[config.mk]
export PLATFORM = sky130hd
export DESIGN_NAME = add_sub_serial
export DESIGN_NICKNAME = d
export VERILOG_FILES = /design/src/rtl/add_sub_pkg.sv /design/src/rtl/add_sub_chunk.sv /design/src/rtl/add_sub_serial.sv
export SDC_FILE = /design/constraint.sdc
export NUM_CORES = 1
export LEC_CHECK = 0
export ABC_CLOCK_PERIOD_IN_PS = 5100
export CAP_MARGIN = 10
export CORE_ASPECT_RATIO = 0.75
export CORE_UTILIZATION = 41
export CTS_BUF_LIST = sky130_fd_sc_hd__clkbuf_4 sky130_fd_sc_hd__clkbuf_8
export DETAILED_ROUTE_END_ITERATION = 6
export HOLD_SLACK_MARGIN = 0.08
export PLACE_DENSITY_LB_ADDON = 0.12
export SYNTH_ARGS = -nofsm -noshare
export SYNTH_HDL_FRONTEND = slang
export SYNTH_SLANG_ARGS = --single-unit
[constraint.sdc]
create_clock -name clk -period 5.1 [get_ports clk]
set_clock_uncertainty 0.05 [all_clocks]
set_input_delay 1.275 -clock clk [delete_from_list [all_inputs] [get_ports clk]]
set_output_delay 1.275 -clock clk [all_outputs]
set_load 0.05 [all_outputs]
[src/rtl/add_sub_pkg.sv]
// Shared constants for the serial adder/subtractor.
//   OP_ADD / OP_SUB : encodings of the op input
//   state_e         : control FSM state encoding (IDLE -> RUN -> DONE)
package add_sub_pkg;

  localparam logic OP_ADD = 1'b0;
  localparam logic OP_SUB = 1'b1;

  typedef enum logic [1:0] {
    S_IDLE = 2'd0,
    S_RUN  = 2'd1,
    S_DONE = 2'd2
  } state_e;

endpackage

[src/rtl/add_sub_chunk.sv]
// One CHUNK-bit slice of the ripple adder, purely combinational.
//   a, b  : chunk operands (b already inverted for subtract)
//   cin   : carry into bit 0 of the chunk
//   s     : chunk sum
//   cout  : carry out of bit CHUNK-1
//   c_msb : carry into bit CHUNK-1 (used for signed overflow on the last chunk)
module add_sub_chunk #(
  parameter int CHUNK = 8
) (
  input  logic [CHUNK-1:0] a,
  input  logic [CHUNK-1:0] b,
  input  logic             cin,
  output logic [CHUNK-1:0] s,
  output logic             cout,
  output logic             c_msb
);

  assign {cout, s} = {1'b0, a} + {1'b0, b} + {{CHUNK{1'b0}}, cin};

  // Sum bit = a ^ b ^ carry-in, so the carry into the top bit falls out
  // without a second (CHUNK-1)-bit adder; also works for CHUNK == 1.
  assign c_msb = s[CHUNK-1] ^ a[CHUNK-1] ^ b[CHUNK-1];

endmodule

[src/rtl/add_sub_serial.sv]
// Multi-cycle two's-complement adder/subtractor, CHUNK bits per clock.
//   clk, reset        : clock (rising edge), async active-high reset
//   start, op, A, B   : request; sampled only in IDLE (op 0 = A+B, 1 = A-B)
//   busy              : high in RUN and DONE
//   done              : one-cycle pulse; R and flags valid in that cycle
//   R                 : result, held until the next operation completes
//   carryOut          : add: carry out; sub: 1 = no borrow
//   overflow          : signed overflow
//   zero, negative    : R == 0, R[WIDTH-1]
module add_sub_serial
  import add_sub_pkg::*;
#(
  parameter int WIDTH = 32,
  parameter int CHUNK = 8
) (
  input  logic             clk,
  input  logic             reset,
  input  logic             start,
  input  logic             op,
  input  logic [WIDTH-1:0] A,
  input  logic [WIDTH-1:0] B,
  output logic             busy,
  output logic             done,
  output logic [WIDTH-1:0] R,
  output logic             carryOut,
  output logic             overflow,
  output logic             zero,
  output logic             negative
);

  localparam int NCHUNK = WIDTH / CHUNK;
  localparam int CW     = (NCHUNK > 1) ? $clog2(NCHUNK) : 1;
  localparam logic [CW-1:0] LAST = CW'(NCHUNK - 1);

  if ((WIDTH < 1) || (CHUNK < 1) || (WIDTH % CHUNK != 0)) begin : g_bad_cfg
    $error("add_sub_serial: CHUNK must divide WIDTH");
  end

  state_e                        state_q, state_d;
  logic [CW-1:0]                 cnt_q, cnt_d;
  logic [NCHUNK-1:0][CHUNK-1:0]  a_q, a_d, bx_q, bx_d, sh_q, sh_d;
  logic                          carry_q, carry_d;
  logic [WIDTH-1:0]              r_q, r_d;
  logic                          co_q, co_d, ov_q, ov_d, z_q, z_d, n_q, n_d;

  logic [CHUNK-1:0] sum;
  logic             cout, c_msb;

  add_sub_chunk #(.CHUNK(CHUNK)) u_chunk (
    .a     (a_q[cnt_q]),
    .b     (bx_q[cnt_q]),
    .cin   (carry_q),
    .s     (sum),
    .cout  (cout),
    .c_msb (c_msb)
  );

  always_comb begin
    state_d = state_q;
    cnt_d   = cnt_q;
    a_d     = a_q;
    bx_d    = bx_q;
    sh_d    = sh_q;
    carry_d = carry_q;
    r_d     = r_q;
    co_d    = co_q;
    ov_d    = ov_q;
    z_d     = z_q;
    n_d     = n_q;
    unique case (state_q)
      S_IDLE: begin
        if (start) begin
          // Subtract is A + ~B + 1: invert B here and seed the carry with op.
          a_d     = A;
          bx_d    = B ^ {WIDTH{op}};
          carry_d = op;
          cnt_d   = '0;
          state_d = S_RUN;
        end
      end
      S_RUN: begin
        sh_d[cnt_q] = sum;
        carry_d     = cout;
        if (cnt_q == LAST) begin
          // Last chunk: publish result and flags on the DONE entry edge.
          cnt_d   = '0;
          state_d = S_DONE;
          r_d     = sh_d;
          co_d    = cout;
          ov_d    = c_msb ^ cout;
          z_d     = (sh_d == '0);
          n_d     = sh_d[NCHUNK-1][CHUNK-1];
        end else begin
          cnt_d = cnt_q + CW'(1);
        end
      end
      S_DONE:  state_d = S_IDLE;
      default: state_d = S_IDLE;
    endcase
  end

  always_ff @(posedge clk or posedge reset) begin
    if (reset) begin
      state_q <= S_IDLE;
      cnt_q   <= '0;
      a_q     <= '0;
      bx_q    <= '0;
      sh_q    <= '0;
      carry_q <= 1'b0;
      r_q     <= '0;
      co_q    <= 1'b0;
      ov_q    <= 1'b0;
      z_q     <= 1'b0;
      n_q     <= 1'b0;
    end else begin
      state_q <= state_d;
      cnt_q   <= cnt_d;
      a_q     <= a_d;
      bx_q    <= bx_d;
      sh_q    <= sh_d;
      carry_q <= carry_d;
      r_q     <= r_d;
      co_q    <= co_d;
      ov_q    <= ov_d;
      z_q     <= z_d;
      n_q     <= n_d;
    end
  end

  assign busy     = (state_q != S_IDLE);
  assign done     = (state_q == S_DONE);
  assign R        = r_q;
  assign carryOut = co_q;
  assign overflow = ov_q;
  assign zero     = z_q;
  assign negative = n_q;

endmodule

# --- After elaboration in Yosys (flattened, before gate mapping) ---
# Index checks and enable logic that the tools add are counted.
word_totals:
  register_bits: 137
  latch_bits: 0
  ram_bits: 0
  mem_bits_ro: 0
  input_bits: 68
  out_inout_bits: 38
  elab_cells: 58
  memories: 0
op_classes:
  addsub: 3
  n_mul: 0
  div: 0
  order_cmp: 2
  n_eq_ne: 5
  shifts: 0
  n_mux: 15
  bitwise_logic: 4
  reduce_logical: 9
ops:
  columns: ["operator", "count"]
  rows:
  - ["$bmux 8 s2", 2]
  - ["$bwmux 32", 1]
  - ["$logic_not 32->1", 1]
  - ["$xor 32x32->32", 1]
  - ["$mux 8", 3]
  - ["$demux 8 s2", 1]
  - ["$add 8x8->9", 1]
  - ["$add 9x1->9", 1]
  - ["$mux 2", 4]
  - ["$pmux 2 s2", 2]
  - ["$reduce_and 2->1", 4]
  - ["$eq 2x2->1 const B", 2]
  - ["$ne 2x2->1 const B", 2]
  - ["$reduce_bool 2->1", 2]
  - ["$lt 2x3->1 const B", 1]
  - ["$xor 1x1->1", 3]
  - ["$add 2x1->2 const B", 1]
  - ["$eq 2x1->1 const B", 1]
  - ["$ge 2x1->1 const B", 1]
  - ["$logic_not 2->1", 1]
  - ["$pmux 1 s2", 1]
  - ["$logic_and 1x1->1", 1]
  - ["$mux 1", 1]

# --- Longest topological paths before layout ---
depth:
  word_depth: 7
  depth_mapped: 12
  ltp_nobuf: 10

# --- Cells and area by module ---
# A second synthesis with hierarchy kept.
unflattened:
  cells_unflattened: 637
  area_unflattened_um2: 6613.8
by_module_without_submodules:
  columns: ["mod", "n_inst", "cells_each", "area_per_inst_um2", "seq_area_each_um2"]
  rows:
  - ["add_sub_serial", 1, 593, 6234.7, 3403.3]
  - ["add_sub_chunk", 1, 44, 379.1, 0.0]

# --- Worst setup path before layout ---
# No wires, ideal clock.
synth_path:
  path_type: "reg2reg"
  startpoint: "register cnt_q[0]"
  endpoint: "register ov_q, in the netlist overflow"
  setup_ps: 69
  arrival_ps: 3459
  t_required_ps: 4981
  setup_slack_ps: 1522
  stages_incl_launch_ff: 10
  n_path_buf: 2
  period_less_slack_ps: 3578
  path_cell_list: "dfrtp_1 buf_6 buf_1 mux4_2 ha_1 or4_4 o22ai_4 xnor3_1 or4_1 nand3_1"
synth_via:
  elab_chain_cells: 7
  elab_cells_between_ends: 11
  cone_classes: "2 x add/sub; 1 x eq/ne; 4 x mux; 3 x bitwise; 1 x reduce/logical"
synth_lines:
  columns: ["item", "line_no", "source"]
  rows:
  - ["start: declaration", "add_sub_serial.sv:40", "logic [CW-1:0] cnt_q, cnt_d;"]
  - ["start signal: assignment", "add_sub_serial.sv:117", "cnt_q <= cnt_d;"]
  - ["$bmux 8 s2, on equally long branches", "add_sub_serial.sv:50, add_sub_serial.sv:51", null]
  - ["$mux 8, on equally long branches", "add_sub_serial.sv:50, add_sub_serial.sv:51", null]
  - ["$add 8x8->9", "add_sub_chunk.sv:18", "assign {cout, s} = {1'b0, a} + {1'b0, b} + {{CHUNK{1'b0}}, cin};"]
  - ["$add 9x1->9", "add_sub_chunk.sv:18", null]
  - ["$xor 1x1->1 (2 in series)", "add_sub_chunk.sv:22", "assign c_msb = s[CHUNK-1] ^ a[CHUNK-1] ^ b[CHUNK-1];"]
  - ["$xor 1x1->1", "add_sub_serial.sv:90", "ov_d = c_msb ^ cout;"]
  - ["end signal: assignment", "add_sub_serial.sv:124", "ov_q <= ov_d;"]
  - ["end: declaration", "add_sub_serial.sv:44", "logic co_q, co_d, ov_q, ov_d, z_q, z_d, n_q, n_d;"]
# Several ways; a longest one is shown, not always the timed one. The select of a mux whose other input is x is not followed.
# A chain may end at the register's enable or synchronous reset.

# --- Final worst setup path ---
layout_path:
  startpoint: "register cnt_q[1]"
  endpoint: "register z_q, in the netlist zero"
layout_via:
  elab_chain_cells: 6
  elab_cells_between_ends: 15
  cone_classes: "2 x add/sub; 2 x order compare; 1 x eq/ne; 7 x mux; 3 x reduce/logical"
layout_lines:
  columns: ["item", "line_no", "source"]
  rows:
  - ["$bmux 8 s2 (tied with other cells)", "add_sub_serial.sv:50", ".a (a_q[cnt_q]),"]
  - ["$mux 8 (not written as such) (tied with other cells)", "add_sub_serial.sv:50", null]
  - ["$add 8x8->9 / $mux 8 (equally long branches)", "add_sub_chunk.sv:18, add_sub_serial.sv:82", null]
  - ["$add 9x1->9 / $demux 8 s2 (equally long branches)", "add_sub_chunk.sv:18, add_sub_serial.sv:82", null]
  - ["$bwmux 32", "add_sub_serial.sv:82", "sh_d[cnt_q] = sum;"]
  - ["$logic_not 32->1", "add_sub_serial.sv:91", "z_d = (sh_d == '0);"]
  - ["end signal: assignment", "add_sub_serial.sv:125", "z_q <= z_d;"]
  - ["end: declaration", "add_sub_serial.sv:44", null]
# Several ways; a longest one is shown, not always the timed one. The select of a mux whose other input is x is not followed.

==> reports/results.ini <==
[outcome]
status=finished, final reports clean

[setup_path]
worstSetupEndpointType=register
critPathMaxStageDelay_ns=0.84
critPathLaunchType=register
r2r-end=zero
cp-startpoint=cnt_q[1]
cp.arrival_ns=4.30
critical_path_required_ns=5.42
crit_type=register to register
cp_slowest_cell=dfrtp_1
critPathMaxFanout=19
crit_chain=mux4_2 > inv_1 > fa_1 > fa_1 > xor2_1 > o211ai_1 > or4b_1 > a2111oi_0 > o2111ai_1 > o21ai_1
crit_top_cell=fa_1
r2r_slack_ns=1.12
r2r_cells=10
rr_startpoint=cnt_q[1]

[floorplanning]
start_util=0.423
die_area_um2=16400
core_area_um2=15400
die_y_um=111
die_x_um=147
ios=106
rows=39

[synth]
yosys_register_bits=133
synthCells=608
synth_edf_count=0
synth_area_per_cell_um2=10.7
yosysWarningCount=0
syn_area_um2=6510
ys_types=57
synthFlopType=dfrtp_1
synth-seq-area-share=0.512
asyncSetResetFlopFracSynth=1.00
syn_nets=689

[cts]
cts_resized=0
h-tree-depth=4
cts_tree=yes
post_cts_buffers=0
cts_root_buf=clkbuf_8
cts_inserted_buffers=17
clock_sinks=133
clockBufferDepth=2
cts_hold_buf=0
clk_pin_slew_ns=0.07
clk_latency_ns=0.45

[timing]
max_freq_mhz=251
rsz0062_at_grt=false
drv_slew=0
final_hold_viol_count=0
setup_viol=0
final.min_clock_period_ns=3.98
setup_tns_ns=0
slew_headroom=0.313
hold_ws_ns=0.425
period_share=0.780
tightestPinTransition_ns=1.03

[layout]
syn_to_final_growth_pct=24.7
nets=775
post-route-util=0.528
drive_gt1_frac=0.129
final_area_um2=8120
antenna_cells=0

[routing]
wl_um=15400
vias=4787
wl_per_cell_um=16.9
drtIter0Drc=239
drt_pass1_iterations=5
ant_nets=0
via_per_inst=5.25
drc=0

[placed_design]
gp_congestion=0.837
dpl_cell_area_um2=7700
dp_hpwl_um=11300
port-buffer-count=105

[hold_path]
hold_class=register to register
worstHoldEndpoint=sh_q[11]
hold_depth=2
hp-start=sh_q[11]

[run]
maxCapViolCount=0

[global_routing]
grt_pass1_vias=4695
gr-total-overflow=0
grt_max_degree=68
grt_pass1_wl_um=25400
antenna_found_initial=0
gr-usage-all-layers=0.204

==> cell usage after synthesis, types with 4 or more instances <==
master    instances  share of area
dfrtp_1         133           0.51
nand2_1          76          0.044
o21ai_0          67          0.052
nor2_1           44          0.025
a21oi_1          42          0.032
xnor2_1          37          0.050
mux2_2           33          0.057
clkbuf_1         31          0.018
inv_1            14         0.0081
mux4_2           13          0.045
ha_1             11          0.021
mux2i_1          10          0.015
nand2b_1          8         0.0077
nor2b_1           8         0.0077
a31oi_1           6         0.0058
buf_1             6         0.0035
buf_2             4         0.0031
==> routing by layer <==
metal  up-vias  track usage  wire (µm)
li1       2299            -          -
met1      2349        0.311       8010
met2       124        0.278       6450
met3        15       0.0551        792
met4         0       0.0605        182
met5         -            0          0
==> worst max-delay path, delay by kind of cell (launching register included) <==
family | cells | cell delay (ns)
mux | 1 | 0.34
fa+ha+maj | 2 | 0.88
buf+inv | 1 | 0.06
xor+xnor | 1 | 0.32
flops | 1 | 0.84
compound gates | 4 | 0.84
simple gates | 1 | 0.56
==> how the worst max path moves through the flow <==
stage / to / cells past startpoint / slack, ns
after floorplan: R[0] / 1 / 0.22
after global placement: zero / 10 / 1.27
after detailed placement: zero / 10 / 1.11
after CTS: zero / 10 / 1.08
after global routing: zero / 10 / 0.83
final: zero / 10 / 1.12
==> flip-flops by register name, indices dropped and copies added, names as in the netlist <==
register  count
R            32
a_q          32
bx_q         32
sh_q         29
cnt_q         2
state_q       2
carryOut      1
carry_q       1
overflow      1
zero          1
==> layout by cell type, fill, tap and decap left out, types with 3 or more instances in the layout <==
cell type / n
nand2_1: 76
ha_1: 11
buf_4: 3
mux2_2: 33
mux2i_1: 10
clkbuf_8: 22
clkdlybuf4s50_1: 104
nand2b_1: 8
o21ai_0: 67
dfrtp_1: 133
or4_1: 3
xnor2_1: 37
nand3_1: 3
nor2b_1: 8
a21oi_1: 42
or3_1: 3
nor3_1: 3
o21a_1: 3
clkbuf_4: 6
mux4_1: 3
inv_1: 13
mux4_2: 13
nor2_1: 43
o211ai_1: 3
nor4_1: 3
o2111ai_1: 3
a31oi_1: 6
==> through the flow <==
| stage | worst slack, ns | std cells |
|---|---|---|
| 2_1_floorplan | 0.221 | 608 |
| 3_3_place_gp | 1.27 | 880 |
| 3_5_place_dp | 1.11 | 880 |
| 4_1_cts | 1.08 | 911 |
| 5_1_grt | 0.833 | 911 |
| 6_report | 1.12 | 911 |
==> logic make-up after synthesis <==
group / synth area share
adder cells (fa/ha/maj): 0.0273
AO/OA/AOI/OAI: 0.128
multiplexers: 0.130
XOR/XNOR: 0.0560
AND/OR/NAND/NOR: 0.112
flip-flops: 0.512
buffers and inverters: 0.0360
==> layout make-up <==
class / instances / area, µm²
clock buffer: 28 / 348
clock inverter: 3 / 65.1
fill: 1380 / 7250
inverter: 15 / 58.8
multi-input combinational: 417 / 2950
sequential: 133 / 3330
tap: 205 / 256
timing repair buffer: 110 / 1110
Power is not shown: default switching activity piles up to over one toggle a cycle in this logic, so the estimate is an artifact.
